**config.mk**
```make
export PLATFORM = sky130hd
export DESIGN_NAME = alu_pipelined
export DESIGN_NICKNAME = d
export VERILOG_FILES = /design/src/rtl/alu_pipelined.sv
export SDC_FILE = /design/constraint.sdc
export NUM_CORES = 1
export LEC_CHECK = 0
export CORE_ASPECT_RATIO = 0.7
export CORE_MARGIN = 2
export CORE_UTILIZATION = 55
export CTS_CLUSTER_DIAMETER = 40
export DETAILED_ROUTE_END_ITERATION = 8
export HOLD_SLACK_MARGIN = 0.02
export PLACE_DENSITY = 0.85
export SLEW_MARGIN = 10
export SYNTH_ARGS = -nofsm -noshare
export SYNTH_HDL_FRONTEND = slang
export SYNTH_SLANG_ARGS = --single-unit
```
**constraint.sdc**
```tcl
create_clock -name clk -period 6.9 [get_ports clk]
set_input_delay 1.38 -clock clk [delete_from_list [all_inputs] [get_ports clk]]
set_output_delay 1.38 -clock clk [all_outputs]
set_load 0.01 [all_outputs]
```
**src/rtl/alu_pipelined.sv**
```systemverilog
// alu_pipelined: elastic, p_num_stages-deep RV32I integer execute unit.
//
// The result is computed combinationally from the decode fields. It is
// captured into stage 0 when a uop is accepted (d_val & d_rdy). Stages move
// forward whenever the stage ahead can make room. Bubbles collapse under a
// stall, so the unit accepts as many uops as it has stages before it applies
// backpressure.
//
// Ports
//   clk, rst        clock; synchronous active-high reset (clears stage valids only)
//   d_val, d_rdy    decode handshake (d_rdy depends combinationally on w_rdy)
//   d_pc, d_seq_num, d_waddr, d_op1, d_op2, d_uop   uop fields from decode
//   w_val, w_rdy    writeback handshake (w_val is purely registered)
//   w_pc, w_seq_num, w_waddr   carried unchanged from decode
//   w_wdata, w_wen  result and write enable
//
// uop encoding (d_uop, 4 bits):
//   0 ADD  1 SUB  2 AND  3 OR  4 XOR  5 SLL  6 SRL  7 SRA  8 SLT  9 SLTU  10 LUI
//   Any other code yields wdata=0 and wen=0. The uop still flows to writeback.

module alu_pipelined #(
  parameter int unsigned p_addr_bits    = 32,
  parameter int unsigned p_data_bits    = 32,
  parameter int unsigned p_seq_num_bits = 5,
  parameter int unsigned p_num_stages   = 2
) (
  input  logic                      clk,
  input  logic                      rst,

  input  logic                      d_val,
  output logic                      d_rdy,
  input  logic [p_addr_bits-1:0]    d_pc,
  input  logic [p_seq_num_bits-1:0] d_seq_num,
  input  logic [p_data_bits-1:0]    d_op1,
  input  logic [p_data_bits-1:0]    d_op2,
  input  logic [4:0]                d_waddr,
  input  logic [3:0]                d_uop,

  output logic                      w_val,
  input  logic                      w_rdy,
  output logic [p_addr_bits-1:0]    w_pc,
  output logic [p_seq_num_bits-1:0] w_seq_num,
  output logic [4:0]                w_waddr,
  output logic [p_data_bits-1:0]    w_wdata,
  output logic                      w_wen
);

  localparam int unsigned sh_bits = $clog2(p_data_bits);

  localparam logic [3:0] OP_ADD  = 4'd0;
  localparam logic [3:0] OP_SUB  = 4'd1;
  localparam logic [3:0] OP_AND  = 4'd2;
  localparam logic [3:0] OP_OR   = 4'd3;
  localparam logic [3:0] OP_XOR  = 4'd4;
  localparam logic [3:0] OP_SLL  = 4'd5;
  localparam logic [3:0] OP_SRL  = 4'd6;
  localparam logic [3:0] OP_SRA  = 4'd7;
  localparam logic [3:0] OP_SLT  = 4'd8;
  localparam logic [3:0] OP_SLTU = 4'd9;
  localparam logic [3:0] OP_LUI  = 4'd10;

  // ---------------------------------------------------------------------------
  // Combinational ALU on the decode-side fields
  // ---------------------------------------------------------------------------
  logic [sh_bits-1:0]     sh;
  logic [p_data_bits-1:0] alu_wdata;
  logic                   alu_wen;

  assign sh = d_op2[sh_bits-1:0];

  always_comb begin
    alu_wdata = '0;
    alu_wen   = 1'b1;
    case (d_uop)
      OP_ADD:  alu_wdata = d_op1 + d_op2;
      OP_SUB:  alu_wdata = d_op1 - d_op2;
      OP_AND:  alu_wdata = d_op1 & d_op2;
      OP_OR:   alu_wdata = d_op1 | d_op2;
      OP_XOR:  alu_wdata = d_op1 ^ d_op2;
      OP_SLL:  alu_wdata = d_op1 << sh;
      OP_SRL:  alu_wdata = d_op1 >> sh;
      OP_SRA:  alu_wdata = $unsigned($signed(d_op1) >>> sh);
      OP_SLT:  alu_wdata[0] = $signed(d_op1) < $signed(d_op2);
      OP_SLTU: alu_wdata[0] = d_op1 < d_op2;
      OP_LUI:  alu_wdata = d_op2;
      default: begin
        alu_wdata = '0;
        alu_wen   = 1'b0;
      end
    endcase
  end

  // ---------------------------------------------------------------------------
  // Pipeline stages
  // ---------------------------------------------------------------------------
  logic [p_num_stages-1:0]   val_q;
  logic [p_num_stages-1:0]   adv;
  logic [p_addr_bits-1:0]    pc_q    [p_num_stages];
  logic [p_seq_num_bits-1:0] seq_q   [p_num_stages];
  logic [4:0]                waddr_q [p_num_stages];
  logic [p_data_bits-1:0]    wdata_q [p_num_stages];
  logic                      wen_q   [p_num_stages];

  // Stage i may load when some stage at or beyond it is empty, or the tail
  // retires. This is the unrolled form of adv[i] = ~val[i] | adv[i+1].
  for (genvar i = 0; i < p_num_stages; i++) begin : g_adv
    assign adv[i] = w_rdy | ~(&val_q[p_num_stages-1:i]);
  end

  always_ff @(posedge clk) begin
    if (rst) begin
      val_q <= '0;
    end else begin
      if (adv[0]) val_q[0] <= d_val;
      for (int i = 1; i < int'(p_num_stages); i++) begin
        if (adv[i]) val_q[i] <= val_q[i-1];
      end
    end
  end

  // Payload loads only with a valid uop. A bubble therefore leaves the last
  // payload in place instead of overwriting it.
  always_ff @(posedge clk) begin
    if (adv[0] && d_val) begin
      pc_q[0]    <= d_pc;
      seq_q[0]   <= d_seq_num;
      waddr_q[0] <= d_waddr;
      wdata_q[0] <= alu_wdata;
      wen_q[0]   <= alu_wen;
    end
    for (int i = 1; i < int'(p_num_stages); i++) begin
      if (adv[i] && val_q[i-1]) begin
        pc_q[i]    <= pc_q[i-1];
        seq_q[i]   <= seq_q[i-1];
        waddr_q[i] <= waddr_q[i-1];
        wdata_q[i] <= wdata_q[i-1];
        wen_q[i]   <= wen_q[i-1];
      end
    end
  end

  assign d_rdy     = adv[0];
  assign w_val     = val_q[p_num_stages-1];
  assign w_pc      = pc_q[p_num_stages-1];
  assign w_seq_num = seq_q[p_num_stages-1];
  assign w_waddr   = waddr_q[p_num_stages-1];
  assign w_wdata   = wdata_q[p_num_stages-1];
  assign w_wen     = wen_q[p_num_stages-1];

endmodule

```
==> results of run 1 <==
==> routing by layer <==
metal,vias to the layer above,wire (µm)
met4,4,1660
li1,5905,-
met3,114,9030
met5,-,33
met2,1135,21700
met1,6493,23100
==> flip-flops by register name, indices dropped and copies added, names as in the netlist <==
signal,flops
pc_q,64
seq_q,10
val_q,2
waddr_q,10
wdata_q,64
wen_q,2
==> per-stage QoR <==
stage	hold slack [ns]	util	setup slack (ns)
after floorplan	0.400	-	1.59
after global placement	0.400	0.617	1.83
after CTS	0.417	0.641	2.29
final	0.414	0.641	2.03
after detailed placement	0.405	0.617	1.82
after global routing	0.421	0.641	1.99
==> cell families (layout without fill, tap and decap cells) <==
family	after synthesis	after routing
AOI/OAI and AO/OA	488	488
and+or+nand+nor	419	419
buffers and inverters	278	344
DFF	152	152
muxes	115	115
adders and majority gates	99	99
xor gates and xnor gates	21	21
==> worst max-delay path by stage <==
stage | to | slack, ns | depth (start not counted)
final | wdata_q[0][4]$_DFFE_PP_ | 2.03 | 9
after global routing | wdata_q[0][4]$_DFFE_PP_ | 1.99 | 9
after CTS | wdata_q[0][25]$_DFFE_PP_ | 2.29 | 9
after detailed placement | wdata_q[0][25]$_DFFE_PP_ | 1.82 | 9
after global placement | wdata_q[0][27]$_DFFE_PP_ | 1.83 | 9
after floorplan | pc_q[0][32]$_DFFE_PP_ | 1.59 | 2
==> cell type report <==
type	count	area, µm²	area share
Clock buffer	17	425	0.0260
Clock inverter	15	176	0.0108
Inverter	95	357	0.0218
Multi-Input combinational cell	1142	8350	0.510
Sequential cell	152	4540	0.277
Tap cell	331	414	0.0253
Timing Repair Buffer	217	2110	0.129
==> power by group through the flow <==
stage / Clock [W] / Combinational (W) / Sequential, W
after global routing: 0.000984 / 0.00101 / 0.00112
after CTS: 0.000948 / 0.000924 / 0.00111
after detailed placement: 0 / 0.000917 / 0.00113
after global placement: 0 / 0.000914 / 0.00113
final: 0.000939 / 0.000971 / 0.00111
after floorplan: 0 / 0.000587 / 0.00112
==> critical path, delay by kind of cell <==
family                 cells  cell delay [ns]
buffers and inverters      3             1.49
and+or+nand+nor            2             0.84
AOI/OAI and AO/OA          4             1.28
==> Yosys cell counts (20+ instances only) <==
cell type,n,area share
mux4_2,32,0.050
buf_4,81,0.043
a211oi_1,32,0.017
a31oi_1,20,0.0088
mux2_2,27,0.021
buf_2,29,0.010
nand3_1,32,0.011
inv_1,90,0.024
nand2_1,109,0.029
nor2_1,159,0.042
a21oi_1,120,0.042
o21ai_0,91,0.032
ha_1,97,0.085
mux2i_1,54,0.038
a221oi_1,22,0.014
clkbuf_1,59,0.016
edfxtp_1,150,0.32
nor3_1,27,0.0095
==> out/results.txt, run 1 <==
core footprint - 25600 µm²
largest net degree at the start of global routing - 76
Sw Share - 0.358
post-synthesis cell count - 1572
Avg WL per Cell - 28.2 µm
die area - 27300 µm²
fill cell count - 2094
YS warnings - 0
Die W - 197 µm
post-synth net total - 1785
sequential power share - 0.368
crit path DAT - 5.01 ns
HPWL Detailed - 42300 µm
critical path peak fanout - 16
P_leak - 6.28 nW
Hold EP - pc_q[0][63]$_DFFE_PP_
Critical Setup Path Class - in -> reg
post-placement cell area - 15800 µm²
Hold Crit Class - reg -> reg
hold path depth - 0
Synth Area in Adders - 0.0878
Hold Fails Final Rpt - 0
Comb power frac - 0.321
WL final - 55600 µm
PD cells - 184 nW/µm²
Reg2Reg Depth - 3
clock slew at reported path FFs - 0.07 ns
Peak Freq - 205 MHz
Final min period - 4.87 ns
IO Port Bufs - 190
Crit path required time - 7.03 ns
DRC - 0
htree depth - 4
delay of the slowest critical-path stage - 0.97 ns
worst-margin pin slew - 1.25 ns
Clock Latency Late Sink - 0.45 ns
cells along the critical path - clkdlybuf4s50_1 -> nand4bb_1 -> buf_4 -> buf_4 -> nor2_1 -> a21oi_1 -> o311ai_0 -> a221oi_1 -> o21ai_0
number of setup buffers added after CTS - 0
Pint - 0.00194 W
P_sw - 0.00108 W
synthesis-to-finish area growth - 14.8%
register area share after synthesis - 0.318
Ports - 191
initial antenna violation count - 2
post-synthesis mux area share - 0.112
syn avg cell area - 9.08 µm²
DRT antenna net count - 0
# nets final - 1838
Synth Area in Compound Gates - 0.234
total CTS buffers - 17
kind of end point of the critical path - register
mapped cell area - 14300 µm²
Initial Util - 0.558
crit share post-route - 0.706
slowest cell on the critical path - clkdlybuf4s50_1
drt first pass iters - 6
met1 Use GR - 0.589
Final Non-Filler Cells - 1969
Clock power frac - 0.311
Max transition margin - 0.164
PnR Total Power - 0.00302 W
setup TNS - 0 ns
reg-to-reg slack, setup - 4.82 ns
TritonCTS clock tree - done
Simple-Gate Fraction of Synth Area - 0.135
Max-Cap Viols - 0
run status - finished, final reports clean
Hold Crit Start - pc_q[0][31]$_DFFE_PP_
clock sinks - 152
unrepaired setup endpoints after global routing - no
die height - 139 µm
Gates resized, CTS repair - 0
Placed Cells - 1937
most used routing layer in global routing - met1
Hold Buf Count CTS - 0
Via density - 6.93
commonest non-fill, non-tap cell in the layout - clkdlybuf4s50_1
Worst path most repeated cell - buf_4
CP Launch Type - input pin
clock skew - 0.0156 ns
XOR/XNOR Fraction of Synth Area - 0.0129
number of synthesized register bits - 152
R2R Path Start - val_q[1]$_SDFFE_PP0N_
GRT Resource Usage Total - 0.403
worst setup path start - d_uop[2]
Iter 0 DRT Violations - 2361
vias in the first global route - 12600
final instance area - 16400 µm²
grt ovf - 0
commonest cells after routing, fill and taps aside - clkdlybuf4s50_1, nor2_1, edfxtp_1
root buf cell - clkbuf_16
global-route wire length before repair - 81500 µm
fin. max-slew vios - 0
async set or reset register ratio after synthesis - 0
maximum vdd drop - 0.000200 V
layout cells sized above 1 - 0.100
diodes inserted - 0
Unique masters post-synth - 92
placer congestion estimate - 1.02
count of final setup violators - 0
buffer levels on the longest clock path - 2
std cell rows - 49
GR Layer Usage met3 - 0.164
r2r endpoint - wdata_q[0][56]$_DFFE_PP_
Synth Flop Type - edfxtp_1
largest family of logic cells by synthesized area - compound AO/OA/AOI/OAI gates
via total after detailed routing - 13700
grt met2 use - 0.540
Post-synth EDFFs - 150
(Power assumes the default switching activity.)
==> run 2: changes to the inputs <==
- clock period: 6.9 -> 5 ns (I/O delays scaled with it)
==> out/results.txt, run 2 (synthesis gave the netlist of run 1 again) <==
Sw Share - 0.358 (about the same)
Gates resized, CTS repair - 0 (unchanged)
run status - finished, final reports clean
GRT Resource Usage Total - 0.404 (+0.00122)
Pint - 0.00270 W (+39%)
global-route wire length before repair - 81600 µm (+0.14%)
HPWL Detailed - 42600 µm (+0.72%)
total CTS buffers - 17 (unchanged)
clock slew at reported path FFs - 0.08 ns (about the same)
via total after detailed routing - 13900 (+2.1%)
Ports - 191 (unchanged)
std cell rows - 49 (unchanged)
htree depth - 4 (unchanged)
critical path peak fanout - 14 (-2)
die height - 139 µm (unchanged)
grt ovf - 0 (unchanged)
P_sw - 0.00151 W (+39%)
Reg2Reg Depth - 3 (unchanged)
# nets final - 1872 (+1.8%)
Peak Freq - 228 MHz
Top Registers - pc_q (64), wdata_q (64)
initial antenna violation count - 5 (+3)
clock sinks - 152 (unchanged)
Iter 0 DRT Violations - 2542 (+7.7%)
root buf cell - clkbuf_16
Die W - 197 µm (unchanged)
layout cells sized above 1 - 0.118 (+0.0177)
Hold Fails Final Rpt - 0 (unchanged)
Worst path most repeated cell - nor4_1
diodes inserted - 0 (unchanged)
CP Launch Type - input pin
WL final - 55700 µm (+0.16%)
buffer levels on the longest clock path - 2 (unchanged)
unrepaired setup endpoints after global routing - no
maximum vdd drop - 0.000241 V (+20%)
Clock power frac - 0.312 (about the same)
placer congestion estimate - 1.08 (+5.6%)
Final min period - 4.39 ns
synthesis-to-finish area growth - 16.8%
PnR Total Power - 0.00421 W (+39%)
clock skew - 0.0135 ns (-0.00217 ns)
worst-margin pin slew - 1.07 ns (-0.181 ns)
drt first pass iters - 7 (+1)
commonest non-fill, non-tap cell in the layout - clkdlybuf4s50_1
Hold Crit Class - reg -> reg
Initial Util - 0.558 (unchanged)
Hold Buf Count CTS - 0 (unchanged)
IO Port Bufs - 190 (unchanged)
hold path depth - 0 (unchanged)
PD cells - 252 nW/µm² (+37%)
Final Core Density - 0.652 (+0.0116)
count of final setup violators - 0 (unchanged)
P_leak - 6.47 nW (+3.0%)
Comb power frac - 0.325 (+0.004)
Crit path required time - 5.15 ns (-1.88 ns)
largest net degree at the start of global routing - 76 (unchanged)
Max transition margin - 0.288 (+0.124)
sequential power share - 0.363 (-0.005)
cells along the critical path - clkdlybuf4s50_1 -> inv_1 -> ha_1 -> nor4_1 -> nand2_1 -> nor4_1 -> o21ai_0 -> nand3_1 -> a211oi_2 -> xnor2_1 -> o211ai_1
DRC - 0 (unchanged)
fin. max-slew vios - 0 (unchanged)
setup TNS - 0 ns (unchanged)
Clock Latency Late Sink - 0.45 ns (about the same)
crit path DAT - 4.54 ns (-0.47 ns)
crit share post-route - 0.878
TritonCTS clock tree - done
vias in the first global route - 12700 (+0.15%)
Avg WL per Cell - 27.8 µm (-1.5%)
commonest cells after routing, fill and taps aside - clkdlybuf4s50_1, nor2_1, edfxtp_1
Max-Cap Viols - 0 (unchanged)
core footprint - 25600 µm² (unchanged)
Critical Setup Path Class - in -> reg
DRT antenna net count - 0 (unchanged)
delay of the slowest critical-path stage - 0.72 ns (-0.25 ns)
die area - 27300 µm² (unchanged)
slowest cell on the critical path - clkdlybuf4s50_1
Via density - 6.96 (+0.38%)
kind of end point of the critical path - register
number of setup buffers added after CTS - 0 (unchanged)
==> run 2: changes by cell type in the layout (fill, tap and decap cells not counted), sizes merged <==
cell / previous run / this run
clkinvlp: 2 / 0
clkinv: 6 / 8
buf: 31 / 65
==> run 2: power groups by stage <==
| stage | Clock (W) | Combinational (W) | Sequential (W) |
|---|---|---|---|
| after floorplan | 0 | 0.000810 | 0.00155 |
| after global placement | 0 | 0.00129 | 0.00155 |
| after detailed placement | 0 | 0.00129 | 0.00156 |
| after CTS | 0.00132 | 0.00130 | 0.00153 |
| after global routing | 0.00138 | 0.00143 | 0.00153 |
| final | 0.00131 | 0.00137 | 0.00153 |
==> run 2: routing by layer <==
metal  global-route usage  wire length, µm  vias to the layer above
met1                0.595            23300                     6632
met2                0.557            22400                     1144
li1                     -                -                     5983
met4                0.131             1950                        8
met5                    0               47                        -
met3                0.132             8010                      173
==> run 2: area by class of cell <==
| cell class | count | area (µm²) |
|---|---|---|
| inverters | 95 | 357 |
| well taps | 331 | 414 |
| clock buffers | 17 | 425 |
| clock inverters | 15 | 184 |
| multi-input cells | 1142 | 8340 |
| flip-flops and latches | 152 | 4540 |
| repair buffers | 251 | 2400 |
| fillers | 2096 | 8890 |
==> run 2: worst paths after layout <==
| kind | start | to | slack (ns) |
|---|---|---|---|
| setup reg to reg | val_q[1]$_SDFFE_PP0N_ | wdata_q[0][56]$_DFFE_PP_ | 3.03 |
| hold / removal | wdata_q[0][14]$_DFFE_PP_ | wdata_q[0][46]$_DFFE_PP_ | 0.41 |
| setup / recovery | d_op1[26] | wdata_q[0][31]$_DFFE_PP_ | 0.61 |
| hold reg to reg | wdata_q[0][14]$_DFFE_PP_ | wdata_q[0][46]$_DFFE_PP_ | 0.41 |
==> run 2: worst max-delay path: cells and delay by family <==
family	cells	cell delay [ns]
simple gates	4	1.48
buf+inv	2	0.87
fa+ha+maj	1	0.55
compound gates	3	0.46
xor+xnor	1	0.18
==> run 2: through the flow <==
stage,hold WS [ns],area [µm²],std cells,worst slack [ns]
floorplan,0.400,14300,1572,0.0731
global placement,0.401,16100,1971,0.383
detailed placement,0.405,16100,1971,0.353
CTS,0.414,16700,2003,0.861
global route,0.420,16700,2003,0.462
finish,0.412,16700,2003,0.611
